`src/rtl/mesh_wormhole_packetizer.sv`:
```
`default_nettype none
// mesh_wormhole_packetizer: wraps a tagged payload word stream into HEAD/BODY/TAIL
// wormhole flits for a mesh node TERM input through one registered output slot.
module mesh_wormhole_packetizer #(
  parameter int ROW_N     = 3,
  parameter int COL_M     = 3,
  parameter int CHANNEL_W = 8,
  parameter int FLIT_ID_W = 2,
  parameter int PKT_CNT_W = 8,
  localparam int ROW_ADDR_W  = $clog2(ROW_N),
  localparam int COL_ADDR_W  = $clog2(COL_M),
  localparam int FLIT_DATA_W = CHANNEL_W - FLIT_ID_W
) (
  input  logic                   clk_i,
  input  logic                   rst_ni,
  input  logic [FLIT_DATA_W-1:0] req_data_i,
  input  logic [ROW_ADDR_W-1:0]  req_dest_row_i,
  input  logic [COL_ADDR_W-1:0]  req_dest_col_i,
  input  logic                   req_last_i,
  input  logic                   req_vld_i,
  output logic                   req_rdy_o,
  output logic [CHANNEL_W-1:0]   out_data_o,
  output logic                   out_vld_o,
  input  logic                   out_rdy_i,
  output logic                   busy_o,
  output logic [PKT_CNT_W-1:0]   pkt_cnt_o,
  output logic                   dest_err_o
);

  localparam logic [1:0] ID_HEAD = 2'b01;
  localparam logic [1:0] ID_BODY = 2'b10;
  localparam logic [1:0] ID_TAIL = 2'b11;

  localparam logic [0:0] S_IDLE    = 1'b0;
  localparam logic [0:0] S_PAYLOAD = 1'b1;

  // One extra bit so a non-power-of-two mesh size can be compared against
  localparam logic [ROW_ADDR_W:0] ROW_LIMIT = ROW_N[ROW_ADDR_W:0];
  localparam logic [COL_ADDR_W:0] COL_LIMIT = COL_M[COL_ADDR_W:0];

  logic [0:0]             state;
  logic [0:0]             state_nxt;
  logic                   slot_free;
  logic                   load;
  logic                   load_head;
  logic [CHANNEL_W-1:0]   load_flit;
  logic [FLIT_DATA_W-1:0] head_data;
  logic                   dest_bad;
  logic                   tail_handshake;

  assign slot_free = !out_vld_o || out_rdy_i;
  assign busy_o    = (state != S_IDLE) || out_vld_o;
  assign dest_bad  = ({1'b0, req_dest_row_i} >= ROW_LIMIT) ||
                     ({1'b0, req_dest_col_i} >= COL_LIMIT);
  assign tail_handshake = out_vld_o && out_rdy_i &&
                          (out_data_o[CHANNEL_W-1 -: 2] == ID_TAIL);

  always_comb begin
    head_data = '0;
    head_data[COL_ADDR_W-1:0]          = req_dest_col_i;
    head_data[COL_ADDR_W +: ROW_ADDR_W] = req_dest_row_i;
  end

  always_ff @(posedge clk_i) begin
    if (!rst_ni) begin
      state <= S_IDLE;
    end else begin
      state <= state_nxt;
    end
  end

  always_comb begin
    state_nxt = state;
    case (state)
      S_IDLE: begin
        if (req_vld_i && slot_free) begin
          state_nxt = S_PAYLOAD;
        end
      end
      S_PAYLOAD: begin
        if (req_vld_i && slot_free && req_last_i) begin
          state_nxt = S_IDLE;
        end
      end
      default: state_nxt = S_IDLE;
    endcase
  end

  // HEAD is generated without consuming the first word, so req_rdy stays low in IDLE
  always_comb begin
    req_rdy_o = 1'b0;
    load      = 1'b0;
    load_head = 1'b0;
    load_flit = '0;
    case (state)
      S_IDLE: begin
        if (req_vld_i && slot_free) begin
          load      = 1'b1;
          load_head = 1'b1;
          load_flit = {ID_HEAD, head_data};
        end
      end
      S_PAYLOAD: begin
        req_rdy_o = slot_free;
        if (req_vld_i && slot_free) begin
          load      = 1'b1;
          load_flit = {(req_last_i ? ID_TAIL : ID_BODY), req_data_i};
        end
      end
      default: begin
        req_rdy_o = 1'b0;
      end
    endcase
  end

  always_ff @(posedge clk_i) begin
    if (!rst_ni) begin
      out_vld_o  <= 1'b0;
      out_data_o <= '0;
    end else if (load) begin
      out_vld_o  <= 1'b1;
      out_data_o <= load_flit;
    end else if (out_rdy_i) begin
      out_vld_o  <= 1'b0;
    end
  end

  always_ff @(posedge clk_i) begin
    if (!rst_ni) begin
      pkt_cnt_o  <= '0;
      dest_err_o <= 1'b0;
    end else begin
      if (tail_handshake) begin
        pkt_cnt_o <= pkt_cnt_o + 1'b1;
      end
      if (load_head && dest_bad) begin
        dest_err_o <= 1'b1;
      end
    end
  end

endmodule
`default_nettype wire
```
`config.mk`:
```
export PLATFORM = sky130hd
export DESIGN_NAME = mesh_wormhole_packetizer
export DESIGN_NICKNAME = d
export VERILOG_FILES = /design/src/rtl/mesh_wormhole_packetizer.sv
export SDC_FILE = /design/constraint.sdc
export NUM_CORES = 1
export LEC_CHECK = 0
export BUFFER_PORTS_ARGS = -buffer_cell sky130_fd_sc_hd__buf_2
export CORE_MARGIN = 8
export CORE_UTILIZATION = 49
export DETAILED_ROUTE_END_ITERATION = 10
export PLACE_DENSITY = 0.81
export SYNTH_ARGS = -nofsm -noshare
export SYNTH_HDL_FRONTEND = slang
export SYNTH_SLANG_ARGS = --single-unit
```
`constraint.sdc`:
```
create_clock -name clk_i -period 2.2 [get_ports clk_i]
set_clock_uncertainty 0.15 [all_clocks]
set_input_delay 0.44 -clock clk_i [delete_from_list [all_inputs] [get_ports clk_i]]
set_output_delay 0.44 -clock clk_i [all_outputs]
set_load 0.02 [all_outputs]
```
---- After elaboration in Yosys (flattened, before gate mapping) ----
Cells that the tools add are included.
cells by class
  bitwise gates (word level) .............. 1
  magnitude comparators ................... 2
  $add $sub $neg .......................... 1
  muxes and demuxes ....................... 11
  eq/ne operators ......................... 1
  reduce and logical (&&, ||, !) cells .... 10
operators with widths
  cell                   count
  $pmux W8 S2            1
  $add A8 B1 Y8 const B  1
  $mux W8                1
  $mux W1                7
  $mux W7                1
  $logic_and A1 B1 Y1    5
  $ge A2 B2 Y1 const B   2
  $logic_or A1 B1 Y1     3
  $eq A2 B2 Y1 const B   1
  $pmux W1 S2            1
  $reduce_bool A2 Y1     1
  $logic_not A1 Y1       1
  $not A1 Y1             1
word-level totals
  output and inout bits ................... 20
  word-level logic and storage cells ...... 31
  register bits ........................... 19
  input bits .............................. 15

---- Longest topological paths before layout ----
Gate-level depths: netlist (run 1).
  word-level depth ........................ 6
  depth in mapped cells ................... 4
  gate-level depth less buffers ........... 4

---- Worst setup path before layout (run 1) ----
Ideal clock, no wire load.
  kind .................................... reg-to-output
  start point ............................. register out_vld_o
  end point ............................... output port req_rdy_o
  slack ................................... 0.503 ns
  cell stages (with the launch flop) ...... 4
  data arrival time ....................... 1.107 ns
  buffers on the path ..................... 1
  data required time ...................... 1.610 ns
  cells stage by stage .................... dfxtp_1 or2b_1 buf_2 and2_1
on the way
  word-level cells in the longest chain between the ends .. 3
ends and longest elaborated chain
  item                      RTL line  text
  start: declaration        23        output logic out_vld_o,
  start signal: assignment  118       out_vld_o <= 1'b0;
  start signal: assignment  121       out_vld_o <= 1'b1;
  start signal: assignment  124       out_vld_o <= 1'b0;
  $logic_not A1 Y1          51        assign slot_free = !out_vld_o || out_rdy_i;
  $logic_or A1 B1 Y1        51
  $mux W1                   95        case (state)
  end: declaration          21        output logic req_rdy_o,
Every way passes these cells.

---- Worst setup path after layout (run 1) ----
Ends and elaborated chain as after synthesis.

==> results of run 1 <==
-- per-stage QoR --
stage / hold slack [ns] / setup slack [ns]
floorplan: 0.388 / 0.503
global route: 0.249 / 0.0848
global placement: 0.292 / 0.357
finish: 0.261 / 0.158
detailed placement: 0.305 / 0.352
CTS: 0.252 / 0.166
-- sequential cells by signal, indices dropped and copies added (netlist names) --
register	count
pkt_cnt_o	8
out_vld_o	1
out_data_o	8
state	1
dest_err_o	1
-- critical path, delay by kind of cell, from the launching register on --
family	cells	cell delay, ns
flip-flops	1	0.41
buffers and inverters	1	0.15
AND/OR/NAND/NOR	2	0.59
-- layout by cell type, fill, tap and decap left out, types with 3 or more instances in the layout --
cell type / instances
inv_1: 6
a211oi_1: 4
nand3_1: 3
a21oi_1: 14
nor2_1: 3
o21ai_0: 6
buf_2: 34
mux2i_1: 6
clkbuf_4: 3
nand4_1: 4
dfxtp_1: 19
-- power groups by stage --
stage | registers (W) | logic [W] | clock network (W)
floorplan | 0.000390 | 0.0000475 | 0
global placement | 0.000375 | 0.000101 | 0
detailed placement | 0.000374 | 0.000103 | 0
CTS | 0.000367 | 0.000103 | 0.000178
global route | 0.000369 | 0.000113 | 0.000192
finish | 0.000367 | 0.000103 | 0.000171
-- cells by family (layout without fill, tap and decap cells) --
| group | count (synthesis) | after routing | synth area share |
|---|---|---|---|
| AO/OA/AOI/OAI | 30 | 30 | 0.210 |
| AND/OR/NAND/NOR | 25 | 25 | 0.188 |
| flip-flops | 19 | 19 | 0.446 |
| buffers and inverters | 11 | 45 | 0.0616 |
| multiplexers | 6 | 6 | 0.0704 |
| adder cells (fa/ha/maj) | 1 | 1 | 0.0147 |
| XOR/XNOR | 1 | 1 | 0.0103 |
-- routing by layer --
metal,wire length (µm),vias up,part of all wire,global-route usage
met1,953,377,0.47,0.147
met2,881,28,0.44,0.214
met5,0,-,0,0
met3,165,2,0.082,0.0508
li1,-,411,-,-
met4,18,0,0.0089,0.0420
-- worst min-delay path by stage --
stage / cells after the start / to / slack (ns) / startpoint
floorplan: 2 / pkt_cnt_o[7]$_SDFFE_PN0P_ / 0.39 / pkt_cnt_o[7]$_SDFFE_PN0P_
global placement: 1 / dest_err_o$_SDFFE_PN0P_ / 0.29 / dest_err_o$_SDFFE_PN0P_
detailed placement: 1 / dest_err_o$_SDFFE_PN0P_ / 0.30 / dest_err_o$_SDFFE_PN0P_
CTS: 2 / dest_err_o$_SDFFE_PN0P_ / 0.25 / rst_ni
global route: 2 / dest_err_o$_SDFFE_PN0P_ / 0.25 / rst_ni
finish: 2 / dest_err_o$_SDFFE_PN0P_ / 0.26 / rst_ni
-- final cells by class --
class | count | area (µm²) | area share
clock buffers | 4 | 26.3 | 0.0251
inverters | 6 | 22.5 | 0.0215
multi-input cells | 63 | 420 | 0.401
flip-flops and latches | 19 | 380 | 0.363
well taps | 17 | 21.3 | 0.0203
repair buffers | 35 | 178 | 0.169
==> flow_summary.yaml, run 1 <==
logic_synthesis:
  ys_top_cells_by_count: "dfxtp_1, a21oi_1, inv_1, mux2i_1, o21ai_0"
  synth-edff-count: 0
  ys.flop_type: "dfxtp_1"
  async_reset_ff_frac: 0
  syn_area_um2: 853
  synth_top_cell_area_share: 0.446
  synth.largest_area_cell: "dfxtp_1"
  syn_nets: 109
  synth-seq-area-share: 0.446
  yosysMostFrequentCell: "dfxtp_1"
  ys_types: 31
  ys_warn_count: 0
  postSynthCellCount: 93
  ys_top_cells_by_area: "dfxtp_1, a21oi_1, mux2i_1"
  syn_avg_cell_area_um2: 9.18
  synth-seq-cells: 19
routing:
  vias_per_cell: 5.68
  dr.pass1.iters: 4
  routedWlPerCell_um: 14.0
  wirelength_um: 2020
  drt_iter0_markers: 7
  vias: 818
  ant_nets: 0
  drc: 0
cts:
  htreeDepth: 1
  cts.clk_slew.worst_paths_ns: 0.10
  cts-root-buf: "clkbuf_4"
  ctsResizeCount: 0
  cts_tree: "yes"
  clock_latency_ns: 0.29
  postCtsSetupBuffers: 0
  clock-sinks: 19
  cts_buffers: 3
  cts_hold_buf: 0
  cts_buffer_depth: 2
sta:
  tightestPinTransition_ns: 0.486
  min_period_ns: 2.04
  setup_viol: 0
  fmax_mhz: 490
  finalSetupTns_ns: 0
  slew_headroom: 0.676
  finalCritPeriodShare: 0.928
  final-hold-violation-count: 0
  rsz0062_at_grt: "no"
  report.final.slew_viol_count: 0
die:
  num_rows: 15
  die_h_um: 57.7
  die_x_um: 57.7
  core-area_mm2: 0.00169
  start_util: 0.505
  die_area_mm2: 0.00333
  io_pins: 35
worst_setup_path:
  cp-start-kind: "register"
  critical_path.endpoint: "req_rdy_o"
  cpPeakStageDelay_ns: 0.41
  critPathRequiredTime_ns: 1.61
  path_class: "register to output pin"
  critPathLaunch: "out_vld_o$_SDFFE_PN0P_"
  worstSetupEndpointType: "output pin"
  rr_startpoint: "out_vld_o$_SDFFE_PN0P_"
  cpMaxStageDelayCell: "dfxtp_1"
  crit_path_cell_trace: "or2b_1 > and2_1 > buf_2"
  worstRegToRegCells: 3
  r2r_slack_ns: 0.54
  path_max_fanout: 11
  r2r_end: "pkt_cnt_o[6]$_SDFFE_PN0P_"
  crit_arrival_ns: 1.45
run:
  drv_cap: 0
grt:
  grt_pass1_vias: 816
  grt_max_degree: 17
  grt_antenna_before_repair: 0
  overflow: 0
  grt_pass1_wl_um: 3490
  grt_usage: 0.129
layout:
  fillers: 146
  post_route_cells_drive_above_1_share: 0.339
  fin_area_mm2: 0.00105
  final_nets: 144
  layout.cells.non_filler: 144
  utilization: 0.621
  area_growth_pct: 22.9
  diodes: 0
power_and_ir_drop:
  clockPowerShare: 0.267
  p_seq_frac: 0.573
  ir_drop_mv: 0.404
  switching_share: 0.268
  pwr-share-comb: 0.160
  switching_power_w: 0.000172
  p_int_w: 0.000469
  power_w: 0.000641
  powerDensity_mw_per_mm2: 611
  power_leakage_nw: 0.476
run_status:
  run_status: "finished, final reports clean"
place:
  dp.final_hpwl_um: 1570
  portBuffers: 34
  dpl_cell_area_mm2: 0.00102
  dp_cells: 140
  gp_congestion: 0.753
min_path:
  holdCritPathClass: "input pin to register"
Power figures use the tool's default switching activity.
==> run 2, diff against run 1 <==
Settings changed: REMOVE_ABC_BUFFERS from default to 1.
==> flow_summary.yaml, run 2 (synthesis results as in run 1) <==
die:
  core-area_mm2: 0.00169
  start_util: 0.505
  die_x_um: 57.7
  die_h_um: 57.7
  num_rows: 15
  io_pins: 35
  die_area_mm2: 0.00333
sta:
  setup_viol: 0
  finalSetupTns_ns: 0
  final-hold-violation-count: 0
  tightestPinTransition_ns: 0.502
  whs_ns: 0.256
  report.final.slew_viol_count: 0
  finalCritPeriodShare: 0.858
  fin_ws_ns: 0.312
  slew_headroom: 0.665
  min_period_ns: 1.89
  rsz0062_at_grt: "no"
  fmax_mhz: 530
worst_setup_path:
  cp-start-kind: "register"
  critPathRequiredTime_ns: 1.61
  crit_arrival_ns: 1.30
  rr_startpoint: "out_vld_o$_SDFFE_PN0P_"
  path_max_fanout: 13
  worstSetupEndpointType: "output pin"
  r2r_slack_ns: 0.58
  worstRegToRegCells: 3
  path_class: "register to output pin"
  r2r_end: "pkt_cnt_o[6]$_SDFFE_PN0P_"
  critPathLaunch: "state$_SDFF_PN0_"
cts:
  ctsResizeCount: 0
  cts_buffer_depth: 2
  postCtsSetupBuffers: 0
  cts_hold_buf: 0
  cts-root-buf: "clkbuf_4"
  clock-sinks: 19
  cts_tree: "yes"
  htreeDepth: 1
  cts_buffers: 3
  cts.clk_slew.worst_paths_ns: 0.10
  clock_latency_ns: 0.29
layout:
  fillers: 169
  fin_area_mm2: 0.00105
  mostFrequentLayoutCells: "buf_2, dfxtp_1, a21oi_1"
  post_route_cells_drive_above_1_share: 0.339
  area_growth_pct: 22.9
  final_nets: 144
  diodes: 0
  layout.cells.non_filler: 144
  final_common_cell: "buf_2"
  reg_top3: "out_data_o (8), pkt_cnt_o (8)"
power_and_ir_drop:
  ir_drop_mv: 0.521
  powerDensity_mw_per_mm2: 611
  power_leakage_nw: 0.476
place:
  gp_congestion: 0.782
  portBuffers: 34
  dpl_cell_area_mm2: 0.00102
  dp.final_hpwl_um: 1560
  dp_slack_ns: 0.423
  dp_cells: 140
routing:
  drc: 0
  vias: 825
  routedWlPerCell_um: 14.0
  wirelength_um: 2020
  dr.pass1.iters: 4
  drt_iter0_markers: 11
  vias_per_cell: 5.73
  ant_nets: 0
min_path:
  holdPathEnd: "dest_err_o$_SDFFE_PN0P_"
  holdCritPathClass: "input pin to register"
  holdPathStages: 2
  worstHoldStart: "rst_ni"
run_status:
  run_status: "finished, final reports clean"
grt:
  grt_pass1_wl_um: 3440
  grt_max_degree: 17
  grt_usage: 0.128
  grt_pass1_vias: 850
  overflow: 0
  grt_antenna_before_repair: 0
run:
  drv_cap: 0
[run 2: cell counts in the layout (fill, tap and decap cells not counted)]
No cell type changed its count.
[run 2: worst max path at each step]
stage                                      to  cells after the start  slack [ns]
CTS                                 req_rdy_o                      2        0.31
global placement    pkt_cnt_o[6]$_SDFFE_PN0P_                      4        0.46
finish                              req_rdy_o                      2        0.31
floorplan                           req_rdy_o                      2        0.54
detailed placement  pkt_cnt_o[6]$_SDFFE_PN0P_                      4        0.42
global route                        req_rdy_o                      2        0.22
[run 2: where the power goes]
part	total, W	switching, W	internal [W]
clock	0.000173	0.000102	0.0000705
combinational	0.0000963	0.0000565	0.0000398
sequential	0.000372	0.0000140	0.000358
total	0.000641	0.000173	0.000468
[run 2: final cells by class]
type	instances	area, µm²	area share
multi-input combinational	63	420	0.401
tap	17	21.3	0.0203
timing repair buffer	35	178	0.169
sequential	19	380	0.363
inverter	6	22.5	0.0215
clock buffer	4	26.3	0.0251
[run 2: worst max-delay path: stages, from the launching register on]
cell and delay [ns]:
dfxtp_1 0.64, and2_1 0.20, buf_2 0.16
[run 2: metrics by stage]
step	util	power, W
after CTS	0.621	0.000647
after detailed placement	0.605	0.000477
after floorplan	-	0.000433
after global placement	0.605	0.000473
after global routing	0.621	0.000674
final	0.621	0.000641
[run 2: per-layer routing]
| metal | vias up | global-route usage | share of wire |
|---|---|---|---|
| met5 | - | 0 | 0 |
| li1 | 409 | - | - |
| met3 | 4 | 0.0353 | 0.069 |
| met1 | 379 | 0.136 | 0.43 |
| met4 | 0 | 0.0734 | 0.010 |
| met2 | 33 | 0.222 | 0.49 |
==> run 3, diff against run 2 <==
Settings changed: PLACE_DENSITY 0.81 to 0.9.
==> flow_summary.yaml, run 3 (synthesis results as in run 1) <==
cts:
  cts_tree: "yes"
  cts-root-buf: "clkbuf_4"
  ctsResizeCount: 0
  cts_hold_buf: 0
  cts.clk_slew.worst_paths_ns: 0.10
  postCtsSetupBuffers: 0
  clock_latency_ns: 0.30
  cts_buffers: 3
  cts_buffer_depth: 2
  clock-sinks: 19
  htreeDepth: 1
die:
  die_area_mm2: 0.00333
  num_rows: 15
  io_pins: 35
  die_h_um: 57.7
  die_x_um: 57.7
  core-area_mm2: 0.00169
  start_util: 0.505
layout:
  diodes: 0
  final_common_cell: "buf_2"
  final_nets: 145
  reg_top3: "out_data_o (8), pkt_cnt_o (8)"
  mostFrequentLayoutCells: "buf_2, dfxtp_1, a21oi_1"
  post_route_cells_drive_above_1_share: 0.344
  area_growth_pct: 23.8
  fin_area_mm2: 0.00106
worst_setup_path:
  path_class: "register to output pin"
  crit_arrival_ns: 1.26
  cp-start-kind: "register"
  critPathRequiredTime_ns: 1.61
  path_max_fanout: 5
  worstSetupEndpointType: "output pin"
power_and_ir_drop:
  ir_drop_mv: 0.367
  power_leakage_nw: 0.481
  power_w: 0.000643
  powerDensity_mw_per_mm2: 609
grt:
  grt_usage: 0.139
  grt_max_degree: 17
  grt_pass1_wl_um: 3640
  grt_antenna_before_repair: 0
  grt_pass1_vias: 854
  overflow: 0
sta:
  setup_viol: 0
  finalCritPeriodShare: 0.843
  slew_headroom: 0.670
  min_period_ns: 1.85
  report.final.slew_viol_count: 0
  rsz0062_at_grt: "no"
  final-hold-violation-count: 0
  tightestPinTransition_ns: 0.494
  finalSetupTns_ns: 0
  fmax_mhz: 539
  fin_ws_ns: 0.346
place:
  dpl_cell_area_mm2: 0.00103
  gp_congestion: 0.773
  portBuffers: 34
  dp_slack_ns: 0.433
  dp.final_hpwl_um: 1690
routing:
  drc: 0
  wl_met3_um: 132
  routedWlPerCell_um: 14.5
  drt_iter0_markers: 12
  route.met2.wl_um: 1020
  top_layer: "met4"
  wirelength_um: 2100
  ant_nets: 0
  vias: 829
  vias_per_cell: 5.72
  met1_length_um: 897
  dr.pass1.iters: 4
run:
  drv_cap: 0
min_path:
  holdCritPathClass: "input pin to register"
run_status:
  run_status: "finished, final reports clean"
## run 3: final cells by class
type / count / area (µm²)
fillers: 157 / 633
repair buffers: 36 / 185
inverters: 6 / 22.5
well taps: 17 / 21.3
clock buffers: 4 / 26.3
flip-flops and latches: 19 / 380
multi-input cells: 63 / 420
## run 3: per-stage QoR
| stage | util | hold WS (ns) | instances |
|---|---|---|---|
| floorplan | - | 0.388 | 88 |
| global placement | 0.610 | 0.295 | 141 |
| finish | 0.625 | 0.250 | 145 |
| CTS | 0.625 | 0.249 | 145 |
| global route | 0.625 | 0.242 | 145 |
| detailed placement | 0.610 | 0.311 | 141 |
## run 3: worst max-delay path, stage by stage, from the launching register on
cell	delay [ns]
dfxtp_1	0.41
or2b_1	0.26
and2_1	0.15
buf_2	0.16
## run 3: path summary, 6_finish.rpt
path	from	endpoint	slack, ns	cells past startpoint
setup / recovery	out_vld_o$_SDFFE_PN0P_	req_rdy_o	0.35	3
hold / removal	req_last_i	out_data_o[6]$_SDFFE_PN0P_	0.25	3
hold reg to reg	dest_err_o$_SDFFE_PN0P_	dest_err_o$_SDFFE_PN0P_	0.33	1
setup reg to reg	out_vld_o$_SDFFE_PN0P_	pkt_cnt_o[6]$_SDFFE_PN0P_	0.55	3
## run 3: power by group
group	leakage (nW)	total (W)	switching [W]	internal, W
Sequential	0.155	0.000369	0.0000109	0.000358
Clock	0.0150	0.000173	0.000103	0.0000706
Combinational	0.310	0.000101	0.0000597	0.0000416
Total	0.481	0.000643	0.000173	0.000470
## run 3: per-layer routing
| metal | global-route usage | vias up |
|---|---|---|
| met2 | 0.232 | 29 |
| li1 | - | 413 |
| met4 | 0.0734 | 0 |
| met3 | 0.0574 | 5 |
| met1 | 0.146 | 382 |
| met5 | 0 | - |
